<file path="src/rtl/tcdm_bank_rr_arbiter_if.sv">
// Request/response and bank-side bundle of one TCDM bank arbiter.
// The slave modport is the arbiter; the master modport drives its inputs.
interface tcdm_bank_rr_arbiter_if #(
  parameter int NB_MASTERS = 4,
  parameter int ADDR_WIDTH = 10,
  parameter int DATA_WIDTH = 32,
  parameter int BE_WIDTH   = DATA_WIDTH / 8
);
  logic [NB_MASTERS-1:0]            req_i;
  logic [NB_MASTERS*ADDR_WIDTH-1:0] add_i;
  logic [NB_MASTERS-1:0]            wen_i;
  logic [NB_MASTERS*DATA_WIDTH-1:0] wdata_i;
  logic [NB_MASTERS*BE_WIDTH-1:0]   be_i;
  logic [NB_MASTERS-1:0]            gnt_o;
  logic [NB_MASTERS-1:0]            r_valid_o;
  logic [DATA_WIDTH-1:0]            r_rdata_o;
  logic                             bank_req_o;
  logic [ADDR_WIDTH-1:0]            bank_add_o;
  logic                             bank_wen_o;
  logic [DATA_WIDTH-1:0]            bank_wdata_o;
  logic [BE_WIDTH-1:0]              bank_be_o;
  logic [DATA_WIDTH-1:0]            bank_rdata_i;

  modport slave (
    input  req_i, add_i, wen_i, wdata_i, be_i, bank_rdata_i,
    output gnt_o, r_valid_o, r_rdata_o,
    output bank_req_o, bank_add_o, bank_wen_o, bank_wdata_o, bank_be_o
  );

  modport master (
    output req_i, add_i, wen_i, wdata_i, be_i, bank_rdata_i,
    input  gnt_o, r_valid_o, r_rdata_o,
    input  bank_req_o, bank_add_o, bank_wen_o, bank_wdata_o, bank_be_o
  );
endinterface

</file>
<file path="src/rtl/tcdm_bank_rr_arbiter.sv">
// Round-robin merge of NB_MASTERS single-beat TCDM requests onto one bank port,
// with the bank response steered back to the granted master one cycle later.
module tcdm_bank_rr_arbiter #(
  parameter int NB_MASTERS = 4,
  parameter int ADDR_WIDTH = 10,
  parameter int DATA_WIDTH = 32,
  parameter int BE_WIDTH   = DATA_WIDTH / 8,
  parameter int ID_WIDTH   = $clog2(NB_MASTERS)
) (
  input logic                    clk_i,
  input logic                    rst_ni,
  tcdm_bank_rr_arbiter_if.slave  bus
);

  logic [ADDR_WIDTH-1:0] add_arr   [NB_MASTERS];
  logic [DATA_WIDTH-1:0] wdata_arr [NB_MASTERS];
  logic [BE_WIDTH-1:0]   be_arr    [NB_MASTERS];

  genvar gi;
  generate
    for (gi = 0; gi < NB_MASTERS; gi++) begin : g_unpack
      assign add_arr[gi]   = bus.add_i[gi*ADDR_WIDTH +: ADDR_WIDTH];
      assign wdata_arr[gi] = bus.wdata_i[gi*DATA_WIDTH +: DATA_WIDTH];
      assign be_arr[gi]    = bus.be_i[gi*BE_WIDTH +: BE_WIDTH];
    end
  endgenerate

  logic [ID_WIDTH-1:0] rr_ptr_q, rr_ptr_d;
  logic                pending_q, pending_d;
  logic [ID_WIDTH-1:0] resp_id_q, resp_id_d;

  logic [ID_WIDTH-1:0]   winner;
  logic [ID_WIDTH-1:0]   cand;
  logic                  found;
  int unsigned           scan_idx;
  logic [NB_MASTERS-1:0] gnt;
  logic [NB_MASTERS-1:0] r_valid;
  logic [ADDR_WIDTH-1:0] bank_add;
  logic                  bank_wen;
  logic [DATA_WIDTH-1:0] bank_wdata;
  logic [BE_WIDTH-1:0]   bank_be;

  // Scan upward from the pointer, wrapping, and keep the first requester found.
  always_comb begin
    winner   = '0;
    cand     = '0;
    found    = 1'b0;
    scan_idx = 0;
    for (int i = 0; i < NB_MASTERS; i++) begin
      scan_idx = (int'(rr_ptr_q) + i) % NB_MASTERS;
      cand     = ID_WIDTH'(scan_idx);
      if (!found && bus.req_i[cand]) begin
        found  = 1'b1;
        winner = cand;
      end
    end
  end

  always_comb begin
    gnt        = '0;
    bank_add   = '0;
    bank_wen   = 1'b1;
    bank_wdata = '0;
    bank_be    = '0;
    rr_ptr_d   = rr_ptr_q;
    pending_d  = found;
    resp_id_d  = resp_id_q;
    if (found) begin
      gnt[winner] = 1'b1;
      bank_add    = add_arr[winner];
      bank_wen    = bus.wen_i[winner];
      bank_wdata  = wdata_arr[winner];
      bank_be     = be_arr[winner];
      rr_ptr_d    = (winner == ID_WIDTH'(NB_MASTERS - 1)) ? '0 : winner + ID_WIDTH'(1);
      resp_id_d   = winner;
    end
  end

  always_comb begin
    r_valid = '0;
    if (pending_q) r_valid[resp_id_q] = 1'b1;
  end

  // Async reset also drops any in-flight response; it is never replayed.
  always_ff @(posedge clk_i or negedge rst_ni) begin
    if (!rst_ni) begin
      rr_ptr_q  <= '0;
      pending_q <= 1'b0;
      resp_id_q <= '0;
    end else begin
      rr_ptr_q  <= rr_ptr_d;
      pending_q <= pending_d;
      resp_id_q <= resp_id_d;
    end
  end

  assign bus.gnt_o        = gnt;
  assign bus.r_valid_o    = r_valid;
  assign bus.r_rdata_o    = bus.bank_rdata_i;
  assign bus.bank_req_o   = |bus.req_i;
  assign bus.bank_add_o   = bank_add;
  assign bus.bank_wen_o   = bank_wen;
  assign bus.bank_wdata_o = bank_wdata;
  assign bus.bank_be_o    = bank_be;

endmodule

</file>
<file path="src/flat_wrapper.sv">
// flat-port wrapper written by rule: the top's interface ports become plain ports
module tcdm_bank_rr_arbiter_flat 
#(
  parameter int NB_MASTERS = 4,
  parameter int ADDR_WIDTH = 10,
  parameter int DATA_WIDTH = 32,
  parameter int BE_WIDTH   = DATA_WIDTH / 8,
  parameter int ID_WIDTH   = $clog2(NB_MASTERS)
)
  (clk_i, rst_ni, bus_req_i, bus_add_i, bus_wen_i, bus_wdata_i, bus_be_i, bus_bank_rdata_i, bus_gnt_o, bus_r_valid_o, bus_r_rdata_o, bus_bank_req_o, bus_bank_add_o, bus_bank_wen_o, bus_bank_wdata_o, bus_bank_be_o);
  tcdm_bank_rr_arbiter_if #(.NB_MASTERS(NB_MASTERS), .ADDR_WIDTH(ADDR_WIDTH), .DATA_WIDTH(DATA_WIDTH), .BE_WIDTH(BE_WIDTH)) bus_i ();
  input logic clk_i;
  input logic rst_ni;
  input wire logic [$bits(bus_i.req_i)-1:0] bus_req_i;
  input wire logic [$bits(bus_i.add_i)-1:0] bus_add_i;
  input wire logic [$bits(bus_i.wen_i)-1:0] bus_wen_i;
  input wire logic [$bits(bus_i.wdata_i)-1:0] bus_wdata_i;
  input wire logic [$bits(bus_i.be_i)-1:0] bus_be_i;
  input wire logic [$bits(bus_i.bank_rdata_i)-1:0] bus_bank_rdata_i;
  output wire logic [$bits(bus_i.gnt_o)-1:0] bus_gnt_o;
  output wire logic [$bits(bus_i.r_valid_o)-1:0] bus_r_valid_o;
  output wire logic [$bits(bus_i.r_rdata_o)-1:0] bus_r_rdata_o;
  output wire logic [$bits(bus_i.bank_req_o)-1:0] bus_bank_req_o;
  output wire logic [$bits(bus_i.bank_add_o)-1:0] bus_bank_add_o;
  output wire logic [$bits(bus_i.bank_wen_o)-1:0] bus_bank_wen_o;
  output wire logic [$bits(bus_i.bank_wdata_o)-1:0] bus_bank_wdata_o;
  output wire logic [$bits(bus_i.bank_be_o)-1:0] bus_bank_be_o;
  assign bus_i.req_i = bus_req_i;
  assign bus_i.add_i = bus_add_i;
  assign bus_i.wen_i = bus_wen_i;
  assign bus_i.wdata_i = bus_wdata_i;
  assign bus_i.be_i = bus_be_i;
  assign bus_i.bank_rdata_i = bus_bank_rdata_i;
  assign bus_gnt_o = bus_i.gnt_o;
  assign bus_r_valid_o = bus_i.r_valid_o;
  assign bus_r_rdata_o = bus_i.r_rdata_o;
  assign bus_bank_req_o = bus_i.bank_req_o;
  assign bus_bank_add_o = bus_i.bank_add_o;
  assign bus_bank_wen_o = bus_i.bank_wen_o;
  assign bus_bank_wdata_o = bus_i.bank_wdata_o;
  assign bus_bank_be_o = bus_i.bank_be_o;
  tcdm_bank_rr_arbiter #(.NB_MASTERS(NB_MASTERS), .ADDR_WIDTH(ADDR_WIDTH), .DATA_WIDTH(DATA_WIDTH), .BE_WIDTH(BE_WIDTH), .ID_WIDTH(ID_WIDTH)) u_core (.clk_i(clk_i), .rst_ni(rst_ni), .bus(bus_i));
endmodule
</file>
<file path="config.mk">
export PLATFORM = sky130hd
export DESIGN_NAME = tcdm_bank_rr_arbiter_flat
export DESIGN_NICKNAME = d
export VERILOG_FILES = /design/src/rtl/tcdm_bank_rr_arbiter_if.sv /design/src/rtl/tcdm_bank_rr_arbiter.sv /design/src/flat_wrapper.sv
export SDC_FILE = /design/constraint.sdc
export NUM_CORES = 1
export LEC_CHECK = 0
export CELL_PAD_IN_SITES_DETAIL_PLACEMENT = 2
export CELL_PAD_IN_SITES_GLOBAL_PLACEMENT = 2
export CORE_MARGIN = 2
export CORE_UTILIZATION = 10
export DETAILED_ROUTE_END_ITERATION = 8
export PLACE_DENSITY = 0.95
export SETUP_SLACK_MARGIN = 0.5
export SYNTH_ARGS = -nofsm -noshare
export SYNTH_HDL_FRONTEND = slang
export SYNTH_SLANG_ARGS = --single-unit
</file>
<file path="constraint.sdc">
create_clock -name clk_i -period 2.25 [get_ports clk_i]
set_input_delay 0.45 -clock clk_i [delete_from_list [all_inputs] [get_ports clk_i]]
set_output_delay 0.45 -clock clk_i [all_outputs]
set_load 0.01 [all_outputs]
</file>
==> summary.md <==
| Metric | Value |
|---|---|
| Setup TNS Final | -10190 ps |
| Clock slew at reported path FFs | 40 ps |
| H-tree levels | 1 |
| Clk Latency, worst-skew pair | 230 ps |
| Vias | 3078 |
| RD Place Congestion | 0.741 |
| Die Wd | 139 microns |
| Routed Antenna Nets | 0 |
| Starting Density | 0.102 |
| NetSw | 2050 uW |
| Arrival time at the worst endpoint | 2100 ps |
| Reg2reg start | u_core.rr_ptr_q[0]$_DFFE_PN0P_ |
| Sequential area share after synthesis | 0.0682 |
| Max_cap viols | 0 |
| Worst-Margin Slew | 288 ps |
| Max Slew Vio Count | 0 |
| Power Dens Cells | 931 nW/um^2 |
| I/O Pins | 314 |
| Unrepaired setup endpoints after global routing | yes |
| Core Area | 18000 sq um |
| CTS tree | yes |
| PortBufs | 249 |
| Adder-Cell Fraction of Synth Area | 0 |
| Clock buffer depth | 2 |
| Final WL | 14800 microns |
| Max FO, Critical Path | 7 |
| GRT Max-Usage Layer | met2 |
| RR Endpoint | u_core.rr_ptr_q[0]$_DFFE_PN0P_ |
| Post-Place Cells | 696 |
| Cell internal pwr | 2910 uW |
| Met2 Track Usage GR | 0.291 |
| Rows | 49 |
| Layout cells sized above 1 | 0.350 |
| Relative max-transition margin | 0.807 |
| Largest net degree at the start of global routing | 27 |
| Register area | 126 sq um |
| First-pass GRT wire length | 20700 microns |
| Antenna cells | 0 |
| Final Setup Violations | 49 |
| Area post-placement | 4640 sq um |
| Area Growth Syn to Fin | 191% |
| First-pass DRT Iterations | 4 |
| Peak VDD IR | 0.000351 V |
| Clock tree sinks | 5 |
| Final worst slack | -300 ps |
| CTS root buf | clkbuf_16 |
| Vias in the first global route | 3552 |
| Congestion Overflow GR | 0 |
| Final nets | 738 |
| # fillers | 1959 |
| Clk network pwr share | 0.060 |
| Initial antenna violation count | 0 |
| Failing checks | negative setup slack |
| Seq pwr share | 0.037 |
| Post-synthesis compound-gate area fraction | 0.364 |
| Finished Layout Cells | 740 |
| Post-Synthesis Cells | 237 |
| Die Height | 139 microns |
| Syn Nets | 463 |
| Initial drt markers | 85 |
| Clock Skew | 5.07 ps |
| Area taken by multi-input logic gates | 1580 sq um |
| Hold/Removal Path Class | primary input to async pin |
| YS warnings | 0 |
| Reg2Reg Setup Slack | 480 ps |
| Syn_area_per_cell | 7.74 sq um |
| Drt wl/cell | 20.0 microns |
| CP Data Required Time | 1800 ps |
| Nature of the critical path endpoint | output pin |
| Lkg Pwr | 0.00225 uW |
| Post-layout min period | 2550 ps |
| Synth Cell Area | 1830 sq um |
| CP Launch Type | flop |
| Post-route DRC | 0 |
| Xor and xnor area share after synthesis | 0 |
| GR met1 Demand/Resource | 0.136 |
| Synth unique cells | 33 |
| Most common cell after layout, fill and taps aside | clkdlybuf4s50_1 |
| Vias per cell | 4.16 |
| GRT Resource Usage Total | 0.139 |
| Largest family of logic cells by synthesized area | compound AO/OA/AOI/OAI gates |
| Met3 usage | 0.0203 |
| CTS Buf Count | 3 |
| Fmax | 0.392 GHz |
| Fin crit share | 1.13 |
| Kind of critical path | flop to output pin |
| Final Cell Area | 5330 sq um |
| Sw Share | 0.413 |
| Comb pwr share | 0.903 |
| Post-synthesis mux area share | 0.267 |
| Most frequent cells in the layout | 189 x clkdlybuf4s50_1, 51 x buf_2, 42 x o21ai_1 |
| Die area | 19400 sq um |
| Outcome | finished with violations |
| Final hold vios | 0 |
| HPWL Detailed | 11200 microns |
| Synthesized flop and latch total | 5 |
| Post-synthesis simple-gate area fraction | 0.0648 |
| Reg2Reg Depth | 9 |
-- critical path, stage by stage, from the launching register on --
cell,delay [ps]
dfrtp_1,420
nor2b_2,260
nor3_4,70
o22ai_4,150
buf_12,170
buf_12,140
buf_12,110
buf_16,110
mux2i_1,200
o21ai_1,80
buf_2,150
-- area by class of cell --
class                   count  area share
clock buffers               4      0.0148
inverters                   3     0.00211
multi-input cells         175       0.297
flip-flops and latches      5      0.0237
well taps                 229      0.0537
repair buffers            324       0.609
-- sequential cells by signal, indices dropped and copies added, names as in the netlist --
name,cells
u_core.pending_q,1
u_core.rr_ptr_q,2
u_core.resp_id_q,2
-- synthesized netlist by cell type (all sizes together) --
| library cell | instances | area (sq um) |
|---|---|---|
| a21boi | 1 | 7.51 |
| a21o | 1 | 7.51 |
| a21oi | 2 | 10.0 |
| a22oi | 46 | 345 |
| and3 | 2 | 12.5 |
| and3b | 1 | 8.76 |
| buf | 45 | 387 |
| clkbuf | 9 | 33.8 |
| dfrtp | 5 | 125 |
| inv | 3 | 11.3 |
| mux2 | 2 | 30.0 |
| mux2i | 46 | 460 |
| nand2 | 7 | 26.3 |
| nand2b | 2 | 12.5 |
| nor2 | 5 | 18.8 |
| nor2b | 3 | 21.3 |
| nor3 | 1 | 5.00 |
| nor3b | 1 | 7.51 |
| nor4 | 1 | 6.26 |
| o21a | 1 | 7.51 |
| o21ai | 47 | 235 |
| o221a | 1 | 11.3 |
| o22a | 1 | 8.76 |
| o22ai | 2 | 18.8 |
| o2bb2ai | 1 | 8.76 |
| o31ai | 1 | 7.51 |
-- power groups by stage --
stage	Combinational, uW	Sequential, uW	Clock (uW)
floorplan	1740	149	0
global placement	3460	172	0
CTS	4140	185	301
finish	4490	184	298
global route	4760	187	310
detailed placement	3570	178	0
-- what timing repair did --
item	4_1_cts	5_1_grt
hold buffers	0	0
endpoints found under the setup margin	59	54
gates cloned	6	1
gates resized for setup	272	35
pin swaps	9	8
setup buffers	21	12
-- through the flow --
step	util	hold slack (ps)	power [uW]	worst slack, ps
after global routing	0.297	481	5250	-359
after detailed placement	0.258	561	3750	-1030
final	0.297	468	4970	-300
after floorplan	-	154	1890	256
after global placement	0.258	517	3630	-929
after CTS	0.280	458	4620	-256
-- how the worst max path moves through the flow --
stage                                   start              endpoint
3_5_place_dp                     bus_req_i[0]  bus_bank_wdata_o[21]
3_3_place_gp                     bus_req_i[0]  bus_bank_wdata_o[21]
5_1_grt        u_core.rr_ptr_q[0]$_DFFE_PN0P_  bus_bank_wdata_o[12]
6_report       u_core.rr_ptr_q[0]$_DFFE_PN0P_   bus_bank_wdata_o[9]
4_1_cts                          bus_req_i[0]      bus_bank_be_o[1]
2_1_floorplan                    bus_req_i[3]        bus_bank_wen_o
-- kinds of logic (layout without fill, tap and decap cells) --
group | after synthesis | in the layout
simple gates | 23 | 23
flops | 5 | 5
compound gates | 104 | 104
mux | 48 | 48
buf+inv | 57 | 331
-- metal layers --
metal	vias to the layer above	part of all wire
met5	-	0
met1	1486	0.33
met4	0	0.027
met3	32	0.053
met2	137	0.59
li1	1423	-
Note: power is estimated with default switching activity, not from simulation.
